`src/rtl/blake2s_pkg.sv`:
```
// Shared constants, state encoding and job validation for the BLAKE2s block sequencer.
package blake2s_pkg;

    localparam int unsigned BLOCK_BYTES = 64;
    localparam int unsigned KK_MAX      = 32;
    localparam int unsigned NN_MAX      = 32;
    localparam logic [5:0]  IDX_LAST    = 6'(BLOCK_BYTES - 1);

    typedef enum logic [2:0] {
        IDLE     = 3'd0,
        KEY      = 3'd1,
        KEY_PAD  = 3'd2,
        MSG      = 3'd3,
        MSG_PAD  = 3'd4,
        WAIT_BLK = 3'd5
    } blake2s_seq_state_t;

    // A job is legal when the digest length is 1..32 and the key length is at most 32.
    function automatic logic job_ok(input logic [5:0] kk, input logic [5:0] nn);
        return (nn != 6'd0) && (nn <= 6'(NN_MAX)) && (kk <= 6'(KK_MAX));
    endfunction

endpackage

```
`src/rtl/blake2s_len_cnt.sv`:
```
// Loadable down-counter tracking message bytes still to be sent to the core.
module blake2s_len_cnt
    import blake2s_pkg::*;
#(
    parameter int W = 64
) (
    input  logic         clk,
    input  logic         nreset,
    input  logic         load_i,
    input  logic [W-1:0] load_val_i,
    input  logic         dec_i,
    output logic [W-1:0] count_o,
    output logic         le64_o,
    output logic         zero_o
);

    logic [W-1:0] cnt_q, cnt_d;

    // Load wins over decrement; the counter never wraps below zero.
    always_comb begin
        cnt_d = cnt_q;
        if (load_i) begin
            cnt_d = load_val_i;
        end else if (dec_i && (cnt_q != '0)) begin
            cnt_d = cnt_q - W'(1);
        end
    end

    // Counter register.
    always_ff @(posedge clk or negedge nreset) begin
        if (!nreset) begin
            cnt_q <= '0;
        end else begin
            cnt_q <= cnt_d;
        end
    end

    assign count_o = cnt_q;
    assign le64_o  = (cnt_q <= W'(BLOCK_BYTES));
    assign zero_o  = (cnt_q == '0);

endmodule

```
`src/rtl/blake2s_block_seq.sv`:
```
// Turns one BLAKE2s job (kk, nn, ll plus a byte stream) into indexed 64-byte blocks for the core.
module blake2s_block_seq
    import blake2s_pkg::*;
#(
    parameter int LL_W = 64
) (
    input  logic            clk,
    input  logic            nreset,
    input  logic            start_i,
    input  logic [5:0]      kk_i,
    input  logic [5:0]      nn_i,
    input  logic [LL_W-1:0] ll_i,
    input  logic            byte_v_i,
    input  logic [7:0]      byte_i,
    output logic            byte_ready_o,
    input  logic            core_blk_done_i,
    output logic [5:0]      kk_o,
    output logic [5:0]      nn_o,
    output logic [LL_W-1:0] ll_o,
    output logic            data_v_o,
    output logic [7:0]      data_o,
    output logic [5:0]      data_idx_o,
    output logic            block_first_o,
    output logic            block_last_o,
    output logic            busy_o,
    output logic            done_o,
    output logic            err_o
);

    blake2s_seq_state_t state_q, state_d;

    logic [5:0]      kk_q, nn_q, idx_q, data_idx_q;
    logic [LL_W-1:0] ll_q, rem_cnt;
    logic [7:0]      data_q, emit_byte;
    logic            data_v_q, first_q, last_q, busy_q, done_q, err_q;
    logic            byte_ready, emit, start_ok, start_bad, blk_end, rem_dec;
    logic            rem_le64, rem_zero;

    blake2s_len_cnt #(.W(LL_W)) u_rem (
        .clk        (clk),
        .nreset     (nreset),
        .load_i     (start_ok),
        .load_val_i (ll_i),
        .dec_i      (rem_dec),
        .count_o    (rem_cnt),
        .le64_o     (rem_le64),
        .zero_o     (rem_zero)
    );

    // State register.
    always_ff @(posedge clk or negedge nreset) begin
        if (!nreset) begin
            state_q <= IDLE;
        end else begin
            state_q <= state_d;
        end
    end

    // Next-state: a block always runs through idx 63 before waiting for the core.
    always_comb begin
        state_d = state_q;
        case (state_q)
            IDLE: begin
                if (start_ok) begin
                    if (kk_i != 6'd0)        state_d = KEY;
                    else if (ll_i != '0)     state_d = MSG;
                    else                     state_d = MSG_PAD;
                end
            end
            KEY: begin
                if (emit && (idx_q == kk_q - 6'd1)) state_d = KEY_PAD;
            end
            KEY_PAD, MSG_PAD: begin
                if (idx_q == IDX_LAST) state_d = WAIT_BLK;
            end
            MSG: begin
                if (emit) begin
                    if (idx_q == IDX_LAST)          state_d = WAIT_BLK;
                    else if (rem_cnt == LL_W'(1))   state_d = MSG_PAD;
                end
            end
            WAIT_BLK: begin
                if (blk_end) state_d = last_q ? IDLE : MSG;
            end
            default: state_d = IDLE;
        endcase
    end

    // Per-state strobes: source handshake, byte emission and job/block events.
    always_comb begin
        byte_ready = 1'b0;
        emit       = 1'b0;
        emit_byte  = 8'h00;
        start_ok   = 1'b0;
        start_bad  = 1'b0;
        blk_end    = 1'b0;
        rem_dec    = 1'b0;
        case (state_q)
            IDLE: begin
                start_ok  = start_i &  job_ok(kk_i, nn_i);
                start_bad = start_i & ~job_ok(kk_i, nn_i);
            end
            KEY: begin
                byte_ready = 1'b1;
                emit       = byte_v_i;
                emit_byte  = byte_i;
            end
            MSG: begin
                // Never pull bytes beyond ll, even transiently.
                byte_ready = ~rem_zero;
                emit       = byte_v_i & ~rem_zero;
                emit_byte  = byte_i;
                rem_dec    = byte_v_i & ~rem_zero;
            end
            KEY_PAD, MSG_PAD: emit = 1'b1;
            WAIT_BLK: blk_end = core_blk_done_i;
            default: ;
        endcase
    end

    // Registered block-byte outputs, job parameters and block flags.
    always_ff @(posedge clk or negedge nreset) begin
        if (!nreset) begin
            kk_q       <= '0;
            nn_q       <= '0;
            ll_q       <= '0;
            idx_q      <= '0;
            data_idx_q <= '0;
            data_q     <= '0;
            data_v_q   <= 1'b0;
            first_q    <= 1'b0;
            last_q     <= 1'b0;
            busy_q     <= 1'b0;
            done_q     <= 1'b0;
            err_q      <= 1'b0;
        end else begin
            data_v_q <= emit;
            err_q    <= start_bad;
            done_q   <= blk_end & last_q;
            if (emit) begin
                data_q     <= emit_byte;
                data_idx_q <= idx_q;
                idx_q      <= idx_q + 6'd1;  // wraps to 0 after idx 63
            end
            if (start_ok) begin
                kk_q    <= kk_i;
                nn_q    <= nn_i;
                ll_q    <= ll_i;
                busy_q  <= 1'b1;
                idx_q   <= '0;
                first_q <= 1'b1;
                // Key block is last only with an empty message; otherwise the first
                // message block (or the lone zero block when ll==0) decides.
                last_q  <= (kk_i != 6'd0) ? (ll_i == '0) : (ll_i <= LL_W'(BLOCK_BYTES));
            end
            if (blk_end) begin
                if (last_q) begin
                    busy_q <= 1'b0;
                end else begin
                    first_q <= 1'b0;
                    last_q  <= rem_le64;
                end
            end
        end
    end

    assign byte_ready_o  = byte_ready;
    assign kk_o          = kk_q;
    assign nn_o          = nn_q;
    assign ll_o          = ll_q;
    assign data_v_o      = data_v_q;
    assign data_o        = data_q;
    assign data_idx_o    = data_idx_q;
    assign block_first_o = first_q;
    assign block_last_o  = last_q;
    assign busy_o        = busy_q;
    assign done_o        = done_q;
    assign err_o         = err_q;

endmodule
```
`config.mk`:
```
export PLATFORM = sky130hd
export DESIGN_NAME = blake2s_block_seq
export DESIGN_NICKNAME = d
export VERILOG_FILES = /design/src/rtl/blake2s_pkg.sv /design/src/rtl/blake2s_len_cnt.sv /design/src/rtl/blake2s_block_seq.sv
export SDC_FILE = /design/constraint.sdc
export NUM_CORES = 1
export LEC_CHECK = 0
export CAP_MARGIN = 10
export CELL_PAD_IN_SITES_DETAIL_PLACEMENT = 1
export CELL_PAD_IN_SITES_GLOBAL_PLACEMENT = 2
export CORE_MARGIN = 8
export CORE_UTILIZATION = 33
export DETAILED_ROUTE_END_ITERATION = 6
export PLACE_DENSITY = 0.84
export RECOVER_POWER = 100
export SLEW_MARGIN = 15
export SYNTH_ARGS = -nofsm -noshare
export SYNTH_HDL_FRONTEND = slang
export SYNTH_SLANG_ARGS = --single-unit
```
`constraint.sdc`:
```
create_clock -name clk -period 5.55 [get_ports clk]
set_input_delay 1.11 -clock clk [delete_from_list [all_inputs] [get_ports clk]]
set_output_delay 1.11 -clock clk [all_outputs]
set_load 0.01 [all_outputs]
```
# Yosys cells after proc, flatten, opt, wreduce, memory -nomap -nowiden
# Index checks and enable logic that the tools add are counted.
[word_totals]
input_bits = 89
ff_bits = 169
output_inout_bits = 97
wordCells = 89
[op_classes]
n_eq_ne = 14
muxes = 32
reduce_logical = 16
n_addsub = 3
bitwise = 6
order_cmp = 4
[op_table]
columns = ["operator", "n"]
rows = [
  ["$le 64x7->1 const B", 2],
  ["$logic_not 64->1", 2],
  ["$mux 64", 2],
  ["$reduce_bool 64->1", 2],
  ["$eq 64x1->1 const B", 1],
  ["$sub 64x1->64 const B", 1],
  ["$mux 3", 9],
  ["$pmux 3 s5", 1],
  ["$mux 1", 14],
  ["$le 6x6->1 const B", 2],
  ["$mux 6", 2],
  ["$reduce_bool 6->1", 2],
  ["$ne 2x2->1 const B", 5],
  ["$mux 8", 1],
  ["$add 6x1->6 const B", 1],
  ["$eq 3x2->1 const B", 2],
  ["$eq 3x3->1 const B", 2],
  ["$eq 6x6->1", 1],
  ["$eq 6x6->1 const B", 1],
  ["$reduce_and 6->1", 1],
  ["$sub 6x1->6 const B", 1],
  ["$and 1x1->1", 4],
  ["$logic_and 1x1->1", 4],
  ["$reduce_bool 2->1", 2],
  ["8 further kinds", 10],
]

# Longest topological paths before layout
[logic_depth]
word_depth = 8
mapped_depth = 11
mapped_depth_nobuf = 8

# By module
# A second synthesis with hierarchy kept.
[hier_totals]
hier_cells = 1029
hier_area_um2 = 8803.4
[by_module_without_submodules]
columns = ["module", "seq_area_each_um2", "area_each_um2", "cells_each", "instances"]
rows = [
  ["blake2s_block_seq", 2627.5, 4764.6, 547, 1],
  ["blake2s_len_cnt", 1601.5, 4038.9, 482, 1],
]

# Worst setup path before layout
# Ideal clock, no wire load.
[synth_timing]
path_type = "register -> output"
startpoint = "register u_rem.cnt_q[38] (netlist: u_rem.count_o[38])"
endpoint = "output byte_ready_o"
n_path_buf = 1
setup_slack_ns = 2.143
arrival_time_ns = 2.297
path_stages_with_launch = 7
required_ns = 4.440
path_cell_list = "dfrtp_1 > or4_4 > or4_4 > buf_6 > nor4_4 > nand3_1 > and2_1"
[synth_between]
elab_chain_len = 3
[synth_rtl]
columns = ["item", "line", "text"]
rows = [
  ["start, declared", "blake2s_len_cnt.sv:17", "logic [W-1:0] cnt_q, cnt_d;"],
  ["start signal, assigned", "blake2s_len_cnt.sv:34", "cnt_q <= cnt_d;"],
  ["$logic_not 64->1", "blake2s_len_cnt.sv:40", "assign zero_o = (cnt_q == '0);"],
  ["$not 1->1", "blake2s_block_seq.sv:110", "byte_ready = ~rem_zero;"],
  ["$pmux 1 s2", "blake2s_block_seq.sv:98", "case (state_q)"],
  ["end, declared", "blake2s_block_seq.sv:15", "output logic byte_ready_o,"],
]
# No other way between the ends.

# Worst setup path in the final report
[layout_timing]
startpoint = "input nn_i[1]"
endpoint = "register u_rem.cnt_q[51] (netlist: u_rem.count_o[51])"
[layout_between]
elab_chain_len = 6
elab_cells_between_ends = 8
classes_between = "1 x order compare; 2 x mux; 1 x bitwise; 4 x reduce/logical"
[layout_rtl]
columns = ["item", "line", "text"]
rows = [
  ["start, declared", "blake2s_block_seq.sv:11", "input logic [5:0] nn_i,"],
  ["$le 6x6->1 or $reduce_bool 6->1 (tied branches)", "blake2s_pkg.sv:20", "return (nn != 6'd0) && (nn <= 6'(NN_MAX)) && (kk <= 6'(KK_MAX));"],
  ["$logic_and 1x1->1 * (2 in a row)", "blake2s_pkg.sv:20", ""],
  ["$and 1x1->1 *", "blake2s_block_seq.sv:100", "start_ok = start_i & job_ok(kk_i, nn_i);"],
  ["$mux 1 *", "blake2s_block_seq.sv:98", ""],
  ["$mux 64 or $reduce_bool 2->1 (tied branches)", "n/a", ""],
]
# Mark *: on every way between the ends. The rest lies on a longest branch, timed or not.
# A chain may end at the register's enable or synchronous reset.

==> flow_summary_export.csv <==
group,metric,value,unit
synthesis,synth_edf_count,0,
synthesis,ys_seq_area_frac,0.4934,
placement,dpl.cell_count,1441,
synthesis,synth_area,8571,um2
timing,drv_slew,172,
power_and_ir_drop,intPower,0.003604,W
drt,wl,29.69,mm
global_route,grt_pass1_wl,47.63,mm
synthesis,syn_nets,1056,
drt,drt_iter0_drc,532,
floorplanning,design.core.area,25760,um2
cells_and_area,stdcell_area,11300,um2
placement,dp_hpwl,21.15,mm
run,maxCapViolCount,3,
power_and_ir_drop,cellLeakagePower,5.160,nW
timing,hold_violations,0,
cells_and_area,layout_commonest_cell,"nand2_1",
timing,maxSlewHeadroom,-1.484,
cts,hold_buffers,0,
timing,fmax,0.2113,GHz
floorplanning,die_h,177.2,um
timing,setup_violations,0,
global_route,track_usage,0.1901,
worst_setup_path,cp_max_fo,49,
timing,max_slew.worst_pin.slew,3.727,ns
synthesis,ys_types,65,
power_and_ir_drop,vdd_drop_max,195.8,uV
power_and_ir_drop,sequentialPowerShare,0.376,
cts,path_clk_slew,0.08,ns
cells_and_area,layout_common_cells,"nand2_1, dfrtp_1, dlygate4sd3_1, clkdlybuf4s50_1, nand3_1",
cts,cts_resized,0,
cts,cts-htree-levels,4,
synthesis,postSynth.asyncResetShare,1.000,
cells_and_area,area_growth,31.81,%
drt,vias,8087,
synthesis,synth-main-ff-cell,"dfrtp_1",
synthesis,yosysWarnings,0,
floorplanning,rows,59,
floorplanning,die_area,31380,um2
placement,port_buffers,185,
timing,fin_crit,4.732,ns
power_and_ir_drop,p_per_area,525.1,nW/um2
timing,setup_tns,0,ns
drt,antenna_left,0,
cts,clockBufferDepth,2,
synthesis,ys_ff_latch,169,
run_status,violations,"capacitance limit, slew limit",
global_route,grt_start_max_net_pins,135,
global_route,grt_antenna_before_repair,2,
worst_setup_path,worstPathRequired,5.92,ns
cts,root_buffer,"clkbuf_16",
synthesis,synthCells,962,
worst_setup_path,start_kind,"primary input",
cells_and_area,fill_cells,2956,
worst_setup_path,worstSetupPathType,"in -> reg",
drt,detail_route.vias_per_cell,5.486,
cts,numCtsBuffers,17,
cells_and_area,multi_input_area,3998,um2
power_and_ir_drop,p_comb_frac,0.406,
cells_and_area,layout.cells.non_filler,1474,
power_and_ir_drop,total_power,0.005932,W
global_route,grt_pass1_vias,8382,
worst_setup_path,cp.arrival,5.10,ns
timing,period_share,0.8525,
hold_path,min_path_type,"reg -> reg",
drt,firstDrtPassIters,4,
timing,rsz0062_at_grt,"no",
placement,place_area,10700,um2
floorplanning,die_x,177.2,um
cts,clock_latency,0.44,ns
floorplanning,initial_utilization,0.3327,
power_and_ir_drop,p_switching,0.002328,W
drt,drc,0,
power_and_ir_drop,p_clk_frac,0.217,
synthesis,syn_avg_cell_area,8.909,um2
cells_and_area,drive_gt1_frac,0.05800,
cts,post_cts_buffers,0,
global_route,gr-total-overflow,0,
run_status,status,"finished, violations left",
cts,cts_tree,"built",
floorplanning,ios,186,
worst_setup_path,endpoint_kind,"flip-flop",
cells_and_area,regArea,4229,um2
placement,gp_congestion,0.8091,
power_and_ir_drop,p_sw_frac,0.3924,
drt,avgRoutedWirePerCell,20.14,um
cts,cts.sinks,169,
cells_and_area,layout.nets,1219,
timing,fin_skew,0.01686,ns
==> power by group through the flow <==
stage               Combinational [W]  Clock [W]  Sequential [W]
CTS                           0.00257    0.00132         0.00225
finish                        0.00241    0.00129         0.00223
floorplan                     0.00140          0         0.00225
detailed placement            0.00255          0         0.00226
global route                  0.00268    0.00136         0.00232
global placement              0.00251          0         0.00224
==> final timing paths <==
check                                  start           endpoint  slack (ns)  cells after the start
setup / recovery                     nn_i[1]  u_rem.count_o[51]        0.82                      8
hold reg to reg                     ll_o[17]           ll_o[17]        0.47                      2
max in group asynchronous             nreset  u_rem.count_o[53]        1.50                      1
setup reg to reg           u_rem.count_o[19]  u_rem.count_o[38]        1.01                      7
min in group asynchronous             nreset          data_o[4]        1.93                      1
hold / removal                      ll_o[17]           ll_o[17]        0.47                      2
==> logic make-up (layout without fill, tap and decap cells) <==
kind of cell | Yosys count | in the layout | synth area share
other cells | 0 | 1 | 0
buf+inv | 70 | 246 | 0.03927
xor+xnor | 7 | 7 | 0.007153
simple gates | 538 | 538 | 0.2999
flops | 169 | 169 | 0.4934
mux | 17 | 17 | 0.02088
fa+ha+maj | 6 | 6 | 0.008467
compound gates | 155 | 155 | 0.1310
==> routing by layer <==
layer,GRT usage,routed length [um],vias to the layer above
met5,0,13,-
li1,-,-,3804
met3,0.03926,1734,30
met4,0.05604,484,2
met1,0.2679,14240,4042
met2,0.2885,13220,209
==> sequential cells by signal (all words and copies together) (netlist names), 3 cells and up <==
name and cells:
idx_q 6, kk_o 6, data_idx_o 6, data_o 8
nn_o 6, ll_o 64, state_q 3, u_rem.count_o 64
==> final cells by class <==
cell class / instances / area share
Tap cell: 335 / 0.03710
Timing Repair Buffer: 198 / 0.1742
Multi-Input combinational cell: 723 / 0.3539
Clock inverter: 14 / 0.01606
Clock buffer: 18 / 0.03887
Antenna cell: 1 / 0.0002215
Sequential cell: 169 / 0.3743
Inverter: 16 / 0.005316
==> synthesized netlist by cell type, types with 16 or more instances <==
| cell | count | area [um2] |
|---|---|---|
| a31oi_1 | 23 | 143.9 |
| clkbuf_1 | 34 | 127.6 |
| dfrtp_1 | 169 | 4229 |
| inv_1 | 16 | 60.06 |
| nand2_1 | 270 | 1013 |
| nand3_1 | 50 | 250.2 |
| nor2_1 | 45 | 168.9 |
| nor3_1 | 32 | 160.2 |
| nor4_1 | 34 | 212.7 |
| o211ai_1 | 23 | 172.7 |
| o21ai_0 | 27 | 135.1 |
| or3_1 | 19 | 118.9 |
| or4_1 | 23 | 172.7 |
==> stage by stage <==
step	utilization	hold slack (ns)	worst slack (ns)
finish	0.4385	0.4701	0.8184
global route	0.4385	0.4998	0.5214
CTS	0.4394	0.4828	0.9754
detailed placement	0.4153	0.4635	1.445
global placement	0.4153	0.4549	1.505
floorplan	-	0.4425	2.143
==> worst max-delay path, cell delays in order <==
cell and delay, ns:
dlygate4sd3_1 0.55, or3_1 0.51, o31ai_1 0.47, and4_1 1.62, buf_4 0.43, nand2_1 0.10, a21boi_0 0.14, nand3_1 0.12
Power figures use the tool's default switching activity.
